## src/rtl/jfpjc_rle_encoder.sv

```systemverilog
// Baseline-JPEG run-length symbol encoder: DC prediction, ZRL insertion, EOB, output backpressure.
// Optional event counters (stat_symbols, stat_blocks) are built when JFPJC_RLE_STATS_EN is defined.
module jfpjc_rle_encoder #(
   parameter int unsigned COEFF_WIDTH = 16,
   parameter int unsigned AMP_WIDTH   = 12
) (
   input  logic                          clock,
   input  logic                          nreset,
   input  logic                          frame_start,
   input  logic signed [COEFF_WIDTH-1:0] in_coeff,
   input  logic                          in_valid,
   output logic                          in_ready,
   output logic                          out_valid,
   input  logic                          out_ready,
   output logic        [3:0]             out_run,
   output logic        [3:0]             out_size,
   output logic        [AMP_WIDTH-1:0]   out_amplitude,
   output logic                          out_is_dc,
   output logic                          out_last
`ifdef JFPJC_RLE_STATS_EN
   ,
   output logic        [31:0]            stat_symbols,
   output logic        [15:0]            stat_blocks
`endif
);

   typedef enum logic [0:0] {StAccept, StZrl} state_e;

   localparam int AmpMaxInt = (1 << (AMP_WIDTH - 1)) - 1;
   localparam logic signed [COEFF_WIDTH-1:0] CoeffMax = COEFF_WIDTH'(AmpMaxInt);
   localparam logic signed [COEFF_WIDTH-1:0] CoeffMin = -CoeffMax;
   localparam logic signed [AMP_WIDTH-1:0]   AmpMax   = AMP_WIDTH'(AmpMaxInt);
   localparam logic signed [AMP_WIDTH:0]     DiffMax  = (AMP_WIDTH + 1)'(AmpMaxInt);
   localparam logic signed [AMP_WIDTH:0]     DiffMin  = -DiffMax;

   state_e                        state_q, state_d;
   logic [5:0]                    k_q, k_d, r_q, r_d;
   logic signed [AMP_WIDTH-1:0]   pred_q, pred_d, hold_v_q, hold_v_d;
   logic                          hold_last_q, hold_last_d;
   logic                          out_valid_q, out_valid_d, out_is_dc_q, out_is_dc_d;
   logic                          out_last_q, out_last_d;
   logic [3:0]                    out_run_q, out_run_d, out_size_q, out_size_d;
   logic [AMP_WIDTH-1:0]          out_amp_q, out_amp_d;

   logic signed [AMP_WIDTH-1:0]   v, diff, code_x;
   logic signed [AMP_WIDTH:0]     diff_wide;
   logic [3:0]                    code_size;
   logic [AMP_WIDTH-1:0]          code_amp;
   logic                          slot_free, accept;
   logic                          emit, em_coded, em_dc, em_last;
   logic [3:0]                    em_run;

   function automatic logic [3:0] coef_size(input logic signed [AMP_WIDTH-1:0] x);
      logic [AMP_WIDTH-1:0] mag;
      coef_size = '0;
      mag = x[AMP_WIDTH-1] ? (~x + 1'b1) : x;
      for (int i = 0; i < AMP_WIDTH; i++) begin
         if (mag[i]) coef_size = 4'(i + 1);
      end
   endfunction

   // Negative values are coded as (x-1) truncated to size bits (one's complement of |x|).
   function automatic logic [AMP_WIDTH-1:0] coef_amp(input logic signed [AMP_WIDTH-1:0] x,
                                                      input logic [3:0] size);
      logic [AMP_WIDTH-1:0] xm1;
      coef_amp = '0;
      xm1 = x - 1'b1;
      for (int i = 0; i < AMP_WIDTH; i++) begin
         if (i < int'(size)) coef_amp[i] = x[AMP_WIDTH-1] ? xm1[i] : x[i];
      end
   endfunction

   always_comb begin
      if (in_coeff > CoeffMax)      v = AmpMax;
      else if (in_coeff < CoeffMin) v = -AmpMax;
      else                          v = in_coeff[AMP_WIDTH-1:0];
      diff_wide = {v[AMP_WIDTH-1], v} - {pred_q[AMP_WIDTH-1], pred_q};
      if (diff_wide > DiffMax)      diff = AmpMax;
      else if (diff_wide < DiffMin) diff = -AmpMax;
      else                          diff = diff_wide[AMP_WIDTH-1:0];
      code_x    = (state_q == StZrl) ? hold_v_q : ((k_q == 6'd0) ? diff : v);
      code_size = coef_size(code_x);
      code_amp  = coef_amp(code_x, code_size);
   end

   assign slot_free = !out_valid_q || out_ready;
   assign in_ready  = nreset && (state_q == StAccept) && !frame_start && slot_free;
   assign accept    = in_valid && in_ready;

   always_comb begin
      state_d     = state_q;
      k_d         = k_q;
      r_d         = r_q;
      pred_d      = pred_q;
      hold_v_d    = hold_v_q;
      hold_last_d = hold_last_q;
      out_valid_d = out_valid_q && !out_ready;
      out_run_d   = out_run_q;
      out_size_d  = out_size_q;
      out_amp_d   = out_amp_q;
      out_is_dc_d = out_is_dc_q;
      out_last_d  = out_last_q;
      emit        = 1'b0;
      em_coded    = 1'b0;
      em_dc       = 1'b0;
      em_last     = 1'b0;
      em_run      = 4'd0;
      if (frame_start) begin
         state_d     = StAccept;
         k_d         = '0;
         r_d         = '0;
         pred_d      = '0;
         out_valid_d = 1'b0;
      end else if (accept) begin
         k_d = k_q + 6'd1;
         if (k_q == 6'd0) begin
            emit     = 1'b1;
            em_coded = 1'b1;
            em_dc    = 1'b1;
            pred_d   = v;
         end else if (v == '0) begin
            // Trailing zeros collapse into EOB; no ZRL is ever emitted for them.
            if (k_q == 6'd63) begin
               emit    = 1'b1;
               em_last = 1'b1;
               r_d     = '0;
            end else begin
               r_d = r_q + 6'd1;
            end
         end else if (r_q < 6'd16) begin
            emit     = 1'b1;
            em_coded = 1'b1;
            em_run   = r_q[3:0];
            em_last  = (k_q == 6'd63);
            r_d      = '0;
         end else begin
            hold_v_d    = v;
            hold_last_d = (k_q == 6'd63);
            state_d     = StZrl;
            emit        = 1'b1;
            em_run      = 4'd15;
         end
      end else if (state_q == StZrl && slot_free) begin
         emit = 1'b1;
         if (r_q >= 6'd32) begin
            em_run = 4'd15;
            r_d    = r_q - 6'd16;
         end else begin
            em_run   = 4'(r_q - 6'd16);
            em_coded = 1'b1;
            em_last  = hold_last_q;
            state_d  = StAccept;
            r_d      = '0;
         end
      end
      if (emit) begin
         out_valid_d = 1'b1;
         out_run_d   = em_run;
         out_size_d  = em_coded ? code_size : 4'd0;
         out_amp_d   = em_coded ? code_amp : '0;
         out_is_dc_d = em_dc;
         out_last_d  = em_last;
      end
   end

   always_ff @(posedge clock or negedge nreset) begin
      if (!nreset) begin
         state_q     <= StAccept;
         k_q         <= '0;
         r_q         <= '0;
         pred_q      <= '0;
         hold_v_q    <= '0;
         hold_last_q <= 1'b0;
         out_valid_q <= 1'b0;
         out_run_q   <= '0;
         out_size_q  <= '0;
         out_amp_q   <= '0;
         out_is_dc_q <= 1'b0;
         out_last_q  <= 1'b0;
      end else begin
         state_q     <= state_d;
         k_q         <= k_d;
         r_q         <= r_d;
         pred_q      <= pred_d;
         hold_v_q    <= hold_v_d;
         hold_last_q <= hold_last_d;
         out_valid_q <= out_valid_d;
         out_run_q   <= out_run_d;
         out_size_q  <= out_size_d;
         out_amp_q   <= out_amp_d;
         out_is_dc_q <= out_is_dc_d;
         out_last_q  <= out_last_d;
      end
   end

   assign out_valid     = out_valid_q;
   assign out_run       = out_run_q;
   assign out_size      = out_size_q;
   assign out_amplitude = out_amp_q;
   assign out_is_dc     = out_is_dc_q;
   assign out_last      = out_last_q;

`ifdef JFPJC_RLE_STATS_EN
   always_ff @(posedge clock or negedge nreset) begin
      if (!nreset) begin
         stat_symbols <= '0;
         stat_blocks  <= '0;
      end else if (frame_start) begin
         stat_symbols <= '0;
         stat_blocks  <= '0;
      end else if (out_valid_q && out_ready) begin
         stat_symbols <= stat_symbols + 32'd1;
         if (out_last_q) stat_blocks <= stat_blocks + 16'd1;
      end
   end
`endif

endmodule
```

## config.mk

```make
export PLATFORM = sky130hd
export DESIGN_NAME = jfpjc_rle_encoder
export DESIGN_NICKNAME = d
export VERILOG_FILES = /design/src/rtl/jfpjc_rle_encoder.sv
export SDC_FILE = /design/constraint.sdc
export NUM_CORES = 1
export LEC_CHECK = 0
export CORE_MARGIN = 4
export CORE_UTILIZATION = 28
export DETAILED_ROUTE_END_ITERATION = 12
export GPL_ROUTABILITY_DRIVEN = 0
export SYNTH_ARGS = -nofsm -noshare
export SYNTH_HDL_FRONTEND = slang
export SYNTH_SLANG_ARGS = --single-unit
```

## constraint.sdc

```tcl
create_clock -name clock -period 5.95 [get_ports clock]
set_input_delay 1.19 -clock clock [delete_from_list [all_inputs] [get_ports clock]]
set_output_delay 1.19 -clock clock [all_outputs]
set_load 0.01 [all_outputs]
```

Yosys cells after proc, flatten, opt, wreduce, memory -nomap -nowiden

Cells that the tools add are included.

Equal/unequal tests: 6
Multiplexer cells: 97
Bitwise logic cells: 6
$add $sub $neg: 6
Order comparisons: 18
Reductions and logical operators: 19

Operators by type and width:

| operator                                                      | count |
|---|---|
| 2-to-1 mux 12 bit                                             | 11 |
| 2-to-1 mux 4 bit                                              | 19 |
| 2-to-1 mux 6 bit                                              | 10 |
| 2-to-1 mux 1 bit                                              | 57 |
| > comparator 16 x 12 -> 1 bit (second input constant)         | 1 |
| less-than comparator 16 x 12 -> 1 bit (second input constant) | 1 |
| less-than comparator 3 x 4 -> 1 bit (first input constant)    | 4 |
| less-than comparator 4 bit (first input constant)             | 4 |
| > comparator 13 x 12 -> 1 bit (second input constant)         | 1 |
| less-than comparator 13 x 12 -> 1 bit (second input constant) | 1 |
| subtractor 12 x 12 -> 13 bit                                  | 1 |
| adder 12 x 1 -> 12 bit (second input constant)                | 1 |
| adder 6 x 1 -> 6 bit (second input constant)                  | 2 |
| zero test 12 bit                                              | 1 |
| != test 3 bit (second input constant)                         | 4 |
| NOT 12 bit                                                    | 1 |
| subtractor 12 x 1 -> 12 bit (second input constant)           | 1 |
| AND reduction 5 bit                                           | 2 |
| less-than comparator 1 x 4 -> 1 bit (first input constant)    | 2 |
| less-than comparator 2 x 4 -> 1 bit (first input constant)    | 2 |
| == test 6 bit (second input constant)                         | 1 |
| >= comparator 6 bit (second input constant)                   | 1 |
| logical AND 1 bit                                             | 6 |
| zero test 6 bit                                               | 1 |
| 10 further kinds                                              | 17 |

Input port bits: 21
Output and inout bits: 24
Flip-flop bits (word level): 61
Word-level logic and storage cells: 164

Depth between registers and ports, before layout

Gate-level depths: netlist of run 1.

Word-level depth: 27
Depth in mapped cells: 22

Worst setup path after synthesis of run 1

Ideal clock, no wire load.

Path type: input to register
Start point: input port in_coeff[6]
End point: register out_amp_q[5], in the netlist out_amplitude[5]
Path slack: 0.253 ns
Data required time: 5.828 ns
Setup time: 0.122 ns
Arrival time: 5.575 ns
Stages on the path: 19
Cell sequence: nor4_1 and3_1 o21ai_0 clkbuf_1 a21oi_1 inv_1 ha_1 a21o_1 a221o_1 and2_4 a221oi_4 nor2_2 a2111oi_4 o211ai_4 o21ai_2 mux2i_1 o22ai_4 a31o_1 a32o_1

Cells in the longest elaborated chain, start to end: 27
Elaborated cells on any way between the ends: 40
Classes of those cells: add/sub (3); order compare (5); mux (30); bitwise (1); reduce/logical (1)

RTL lines:

| what                                  | RTL line | text |
|---|---|---|
| start: declaration                    | 10       | `input logic signed [COEFF_WIDTH-1:0] in_coeff,` |
| less-than comparator 16 x 12 -> 1 bit | 75       | `else if (in_coeff < CoeffMin) v = -AmpMax;` |
| 2-to-1 mux 12 bit                     | 75       |  |
| 2-to-1 mux 12 bit *                   | 74       | `if (in_coeff > CoeffMax) v = AmpMax;` |
| named net v[9]                        | 45       | `logic signed [AMP_WIDTH-1:0] v, diff, code_x;` |
| subtractor 12 x 12 -> 13 bit          | 77       | `diff_wide = {v[AMP_WIDTH-1], v} - {pred_q[AMP_WIDTH-1], pred_q};` |
| less-than comparator 13 x 12 -> 1 bit | 79       | `else if (diff_wide < DiffMin) diff = -AmpMax;` |
| 2-to-1 mux 12 bit                     | 79       |  |
| 2-to-1 mux 12 bit                     | 78       | `if (diff_wide > DiffMax) diff = AmpMax;` |
| 2-to-1 mux 12 bit (2 in a row)        | 81       | `code_x = (state_q == StZrl) ? hold_v_q : ((k_q == 6'd0) ? diff : v);` |
| NOT 12 bit                            | 56       | `mag = x[AMP_WIDTH-1] ? (~x + 1'b1) : x;` |
| adder 12 x 1 -> 12 bit                | 56       |  |
| 2-to-1 mux 12 bit                     | 56       |  |
| 2-to-1 mux 1 bit                      | 58       | `if (mag[i]) coef_size = 4'(i + 1);` |
| 2-to-1 mux 4 bit (11 in a row)        | 58       |  |
| less-than comparator 3 x 4 -> 1 bit   | 69       | `if (i < int'(size)) coef_amp[i] = x[AMP_WIDTH-1] ? xm1[i] : x[i];` |
| 2-to-1 mux 1 bit                      | 69       |  |
| 2-to-1 mux 12 bit                     | 160      | `out_amp_d = em_coded ? code_amp : '0;` |
| end signal: assignment                | 190      | `out_amp_q <= out_amp_d;` |
| end: declaration                      | 43       | `logic [AMP_WIDTH-1:0] out_amp_q, out_amp_d;` |

Mark *: on every way through the listed nets, which the timed path passes. The rest lies on a longest branch.
A chain may end at the register's enable or synchronous reset.

Final worst setup path of run 1

Start point: input port in_coeff[2]
End point: register out_amp_q[5], in the netlist out_amplitude[5]

Cells in the longest elaborated chain, start to end: 27
Elaborated cells on any way between the ends: 40
Classes of those cells: add/sub (3); order compare (5); mux (30); bitwise (1); reduce/logical (1)

RTL lines:

| what                                  | RTL line |
|---|---|
| less-than comparator 16 x 12 -> 1 bit | 75 |
| 2-to-1 mux 12 bit                     | 75 |
| 2-to-1 mux 12 bit *                   | 74 |
| subtractor 12 x 12 -> 13 bit          | 77 |
| less-than comparator 13 x 12 -> 1 bit | 79 |
| 2-to-1 mux 12 bit                     | 79 |
| 2-to-1 mux 12 bit                     | 78 |
| 2-to-1 mux 12 bit (2 in a row)        | 81 |
| NOT 12 bit                            | 56 |
| adder 12 x 1 -> 12 bit                | 56 |
| 2-to-1 mux 12 bit                     | 56 |
| 2-to-1 mux 1 bit                      | 58 |
| 2-to-1 mux 4 bit (11 in a row)        | 58 |
| less-than comparator 3 x 4 -> 1 bit   | 69 |
| 2-to-1 mux 1 bit                      | 69 |
| 2-to-1 mux 12 bit                     | 160 |

Every way passes the cells marked *; elsewhere a longest branch is shown, timed or not.

==> results.ini, run 1 <==
[status]
status=finished clean

[pwr]
peakVddDrop_mv=0.190
power_frac_clock_pct=24.5
power_mw=2.30
power.internal_mw=1.47
p_seq_share_pct=22.3
p_comb_share_pct=53.2
p_leak_nw=3.09
switchingPower_mw=0.833
power.density_nw_per_um2=326
swShare_pct=36.2

[critical_path]
setup.worst_path.class=input port to flip-flop
path_common_cell=buf_4
cpPeakStageDelay_ps=450
r2r_setup_slack_ps=1880
arrival_ps=5980
startpoint_type=input port
cp_data_required_time_ps=6170
path_max_fanout=4
crit_path_end_kind=flip-flop
cp_cell_sequence=clkdlybuf4s50_1, nor4_2, and3_1, o21ai_0, nor3b_1, buf_4, ha_2, fa_2, nand2b_4, buf_4, buf_4, a2111o_1, o211ai_1, a21oi_1, and4bb_2, a2111oi_4, buf_4, o211ai_4, o21ai_2, mux2i_1, o22ai_4, a31o_1, a32o_1
slowest_stage=clkdlybuf4s50_1

[cts]
cts-root-buf=clkbuf_16
postCtsHoldBufs=0
clk_pin_slew_ps=50
cts.sinks=61
cts_tree=done
clk_path_buf_depth=2
worst_skew_pair.late_latency_ps=330
cts_buffers=9
htree_levels=3

[sta]
finClkSkew_ps=6.99
hold_viol=0
period_needed_ps=5760
final_max_slew_viol_count=0
tightest_slew_ps=855
relSlewSlack_pct=42.8
max_freq_mhz=174
setup_viol=0
holdWs_ps=473
fin_crit_sh_pct=96.8

[synth]
syn_nets=615
synth_common_cells=nand2_1, o21ai_0, dfrtp_1
yosys-top-cells-area=dfrtp_1, o21ai_0, nand2_1
synth_top_area_share_pct=32.1
yosys.area.top_type=dfrtp_1
synth_flop_cell=dfrtp_1
yosysSeqAreaShare_pct=32.1
ys_seq_elements=61
yosysMostFrequentCell=nand2_1
ys_warn_count=0
synthArstFlopShare_pct=100
synth_edf_count=0
avgSynthCellArea_um2=8.25
synth.cell_area_um2=4760
syn_inst=577
yosysUniqueCellTypes=80

[final_layout]
drive_gt1_share_pct=30.3
diodes=0
syn_to_final_growth_pct=48.2
nFillCells=1664
finalNetCount=798

[floorplanning]
pin_count=45
start_util_pct=28.6
fp.dieH_um=138
row_count=47
core_um2=16600
die_w_um=138
die_area_um2=19200

[place]
port_buffers=44
hpwl_um=11600

[drt]
wl_per_cell_um=15.1
avgViaCountPerCell=5.06
dr.pass1.iters=4
drtAntennaViolNets=0
drt-initial-drc-count=254
vias=4981
wl_um=14900
drc=0

[global_routing]
grt_pass1_vias=4965
overflow=0
grt_max_degree=62
grt_first_pass_wirelength_um=24500
antenna_found_initial=0
grt_usage_pct=15.4

[min_path]
hold_class=flip-flop to flip-flop

[flow_run]
drv_cap=0

==> stage by stage <==
| step | instances | setup TNS, ps | setup slack [ps] | area [um^2] | utilization (%) |
|---|---|---|---|---|---|
| 2_1_floorplan | 577 | 0 | 253 | 4760 | - |
| 3_3_place_gp | 958 | -2890 | -317 | 6440 | 38.7 |
| 3_5_place_dp | 958 | -4290 | -417 | 6440 | 38.7 |
| 4_1_cts | 976 | 0 | 0.418 | 6800 | 40.9 |
| 5_1_grt | 985 | -43.6 | -15.8 | 7060 | 42.4 |
| 6_report | 985 | 0 | 190 | 7060 | 42.4 |
==> per-layer routing <==
metal	vias to the layer above	track usage [%]	wire, um
met3	23	3.07	598
li1	2505	-	-
met5	-	0	0
met4	0	4.78	261
met1	2357	20.0	6750
met2	96	25.8	7290
==> worst paths after layout <==
kind	start	endpoint	cells after the start
worst max-delay path	in_coeff[2]	out_amplitude[5]	23
worst min-delay path	out_amplitude[1]	out_amplitude[1]	2
worst max register to register	pred_q[0]	out_amplitude[5]	17
worst min register to register	out_amplitude[1]	out_amplitude[1]	2
max in group asynchronous	nreset	out_amplitude[4]	2
min in group asynchronous	nreset	r_q[4]	2
==> worst max-delay path: cells and delay by family <==
family | cells | cell delay, ps
AOI/OAI and AO/OA | 10 | 1880
muxes | 1 | 310
adders and majority gates | 2 | 550
buffers and inverters | 5 | 1060
and+or+nand+nor | 5 | 990
==> timing repair <==
action	CTS	global route
setup endpoints to repair	8	14
setup buffers	2	9
pin swaps	3	17
gates resized for setup	5	50
==> flip-flops by register name (all words and copies together) (netlist names), 4 cells and up <==
register       count
r_q                6
out_run            4
k_q                6
hold_v_q          12
out_size           4
pred_q            12
out_amplitude     12
==> cell usage in the layout, fill, tap and decap left out, drive strengths merged, types with 7 or more instances in the layout <==
master / n
o211ai: 10
a21oi: 26
nand3: 12
nand2b: 8
clkbuf: 11
a211oi: 8
a22oi: 10
a221oi: 7
o31ai: 7
dfrtp: 61
nor3: 12
buf: 151
xnor2: 10
ha: 16
nand2: 72
o21ai: 67
and2: 11
clkdlybuf4s50: 37
o22ai: 8
nor2: 52
nor4: 7
nand4: 7
inv: 36
or3: 13
a21o: 8
==> final cells by class <==
class                           instances  area (um^2)  share of cell area (%)
Multi-Input combinational cell        457         3210                    45.4
Timing Repair Buffer                  195         1590                    22.5
Sequential cell                        61         1530                    21.6
Tap cell                              220          275                    3.90
Clock buffer                           10          239                    3.39
Inverter                               36          135                    1.91
Clock inverter                          6         86.3                    1.22
==> power groups by stage <==
stage	Combinational [mW]	Clock [mW]	Sequential, mW
3_3_place_gp	1.13	0	0.518
3_5_place_dp	1.14	0	0.520
4_1_cts	1.15	0.576	0.513
2_1_floorplan	0.564	0	0.538
5_1_grt	1.34	0.592	0.522
6_report	1.22	0.564	0.513
==> logic make-up (layout without fill, tap and decap cells) <==
| logic type | Yosys count | count (layout) | synth area share [%] |
|---|---|---|---|
| AND/OR/NAND/NOR | 217 | 217 | 22.9 |
| adder cells (fa/ha/maj) | 22 | 22 | 5.73 |
| AO/OA/AOI/OAI | 197 | 197 | 30.5 |
| flip-flops | 61 | 61 | 32.1 |
| XOR/XNOR | 13 | 13 | 2.39 |
| multiplexers | 8 | 8 | 1.73 |
| buffers and inverters | 59 | 247 | 4.73 |
Note: power is estimated with default switching activity, not from simulation.
==> run 2, diff against run 1 <==
--- a/config.mk
+++ b/config.mk
@@ -5,8 +5,9 @@
 export SDC_FILE = /design/constraint.sdc
 export NUM_CORES = 1
 export LEC_CHECK = 0
+export CORE_ASPECT_RATIO = 1.5
 export CORE_MARGIN = 4
-export CORE_UTILIZATION = 28
+export CORE_UTILIZATION = 40
 export DETAILED_ROUTE_END_ITERATION = 12
 export GPL_ROUTABILITY_DRIVEN = 0
 export SYNTH_ARGS = -nofsm -noshare
==> results.ini, run 2 (same netlist as run 1, synthesis figures left out) <==
[status]
status=finished clean

[pwr]
p_leak_nw=3.02  ; -2.2%
peakVddDrop_mv=0.214  ; +12%
power_mw=2.20  ; -4.2%
power.density_nw_per_um2=320  ; -1.9%

[sta]
max_freq_mhz=172  ; -0.77%
hold_viol=0  ; unchanged
finClkSkew_ps=9.29  ; +2.29 ps
fin_crit_sh_pct=97.6  ; +0.75 points
final_max_slew_viol_count=0  ; unchanged
relSlewSlack_pct=36.3  ; -6.4 points
period_needed_ps=5800  ; +44.9 ps
setup_viol=0  ; unchanged
holdWs_ps=473  ; +0.103 ps
tightest_slew_ps=951  ; +96.1 ps

[drt]
drtAntennaViolNets=0  ; unchanged
drc=0  ; unchanged
drt-initial-drc-count=217  ; -15%
wl_um=15600  ; +4.6%
wl_per_cell_um=17.2  ; +14%
vias=5144  ; +3.3%
dr.pass1.iters=5  ; +1
avgViaCountPerCell=5.69  ; +13%

[critical_path]
r2r-start=pred_q[1]
startpoint_type=input port
setup.worst_path.class=input port to flip-flop
r2r_cells=16  ; -1
cp_data_required_time_ps=6160  ; about the same
r2r_end=out_amplitude[5]
crit_path_end_kind=flip-flop
r2r_setup_slack_ps=1860  ; -20 ps
arrival_ps=6010  ; +30 ps
path_max_fanout=7  ; +3
critPathLaunch=in_coeff[5]
crit_end=out_amplitude[8]

[floorplanning]
die_w_um=97.1  ; -30%
row_count=48  ; +2.1%
fp.dieH_um=142  ; +2.3%
die_area_um2=13700  ; -28%
core_um2=11600  ; -30%
pin_count=45  ; unchanged
start_util_pct=41.1  ; +12 points

[final_layout]
layout.cells.most_common=buf_4
stdcell_count=904  ; -8.2%
finalInstanceArea_um2=6890  ; -2.3%
diodes=0  ; unchanged
final_cell_mix=buf_4, nand2_1, dfrtp_1, o21ai_0, nor2_1
drive_gt1_share_pct=29.7  ; -0.62 points
syn_to_final_growth_pct=44.8
finalNetCount=788  ; -1.3%
fin_util_pct=59.5  ; +17 points

[global_routing]
grt_pass1_vias=5219  ; +5.1%
grt_first_pass_wirelength_um=25100  ; +2.6%
grt_usage_pct=22.8  ; +7.5 points
overflow=0  ; unchanged
antenna_found_initial=0  ; unchanged
grt_max_degree=62  ; unchanged

[cts]
clk_path_buf_depth=2  ; unchanged
cts-root-buf=clkbuf_16
postCtsHoldBufs=0  ; unchanged
clk_pin_slew_ps=50  ; about the same
cts.sinks=61  ; unchanged
cts_buffers=9  ; unchanged
worst_skew_pair.late_latency_ps=330  ; about the same
htree_levels=3  ; unchanged
cts_tree=done

[flow_run]
drv_cap=0  ; unchanged

[place]
dpl_cell_area_um2=6320  ; -1.8%
placedCellCount=881  ; -8.0%
port_buffers=44  ; unchanged
hpwl_um=12300  ; +5.6%

[min_path]
hold_class=flip-flop to flip-flop

-- run 2: changes by cell type in the layout (fill, tap and decap cells not counted), sizes merged --
cell | before | now
clkinv | 3 | 4
buf | 151 | 142
bufinv | 2 | 0
clkbuf | 11 | 10
-- run 2: metal layers --
layer  GRT usage [%]  routed length [um]  vias up
li1                -                   -     2486
met1            23.2                5710     2418
met2            41.4                8050      184
met3            2.80                 622       56
met4            18.8                1210        0
met5               0                   0        -
-- run 2: stage by stage --
stage	TNS, ps	worst slack (ps)
after floorplan	0	253
final	0	145
after global placement	-4860	-478
after detailed placement	-7100	-659
after CTS	0	1.68
after global routing	-169	-37.9
-- run 2: area by class of cell --
class | instances | area (um^2)
multi-input combinational | 457 | 3220
timing repair buffer | 185 | 1550
tap | 150 | 188
sequential | 61 | 1530
fill | 1011 | 4700
clock inverter | 5 | 38.8
inverter | 36 | 135
clock buffer | 10 | 229
-- run 2: how the worst min path moves through the flow --
stage,from,to,slack (ps),cells after the start
global route,hold_v_q[7],hold_v_q[7],500,2
detailed placement,hold_v_q[7],hold_v_q[7],460,2
global placement,hold_v_q[10],hold_v_q[10],450,2
floorplan,hold_v_q[10],hold_v_q[10],440,2
CTS,hold_v_q[7],hold_v_q[7],480,2
finish,out_run[0],out_run[0],470,1
-- run 2: report_power, final --
group          switching, mW  total, mW  leakage, nW  internal (mW)
registers             0.0372      0.514        0.819          0.476
logic                  0.609       1.22         2.07          0.611
clock network          0.190      0.470        0.129          0.280
-- run 2: timing repair --
action | CTS | global route
pin swaps | 8 | 16
resized for setup | 14 | 43
endpoints found under the hold margin | 0 | 0
setup endpoints to repair | 11 | 14
setup buffers | 4 | 4
-- run 2: worst max-delay path, stage by stage --
cell and delay [ps]:
clkdlybuf4s50_1 450, nor4_2 230, and3_1 230, o21ai_2 100
nor3b_2 170, buf_4 150, ha_2 180, fa_2 390
nand2b_4 170, buf_4 130, a2111o_1 390, o211ai_1 150
a21oi_1 70, and4bb_2 260, a2111oi_4 340, buf_4 190
o211ai_4 130, nor3_1 210, nor2_1 110, a221oi_2 320
a31o_2 310, o211ai_1 120
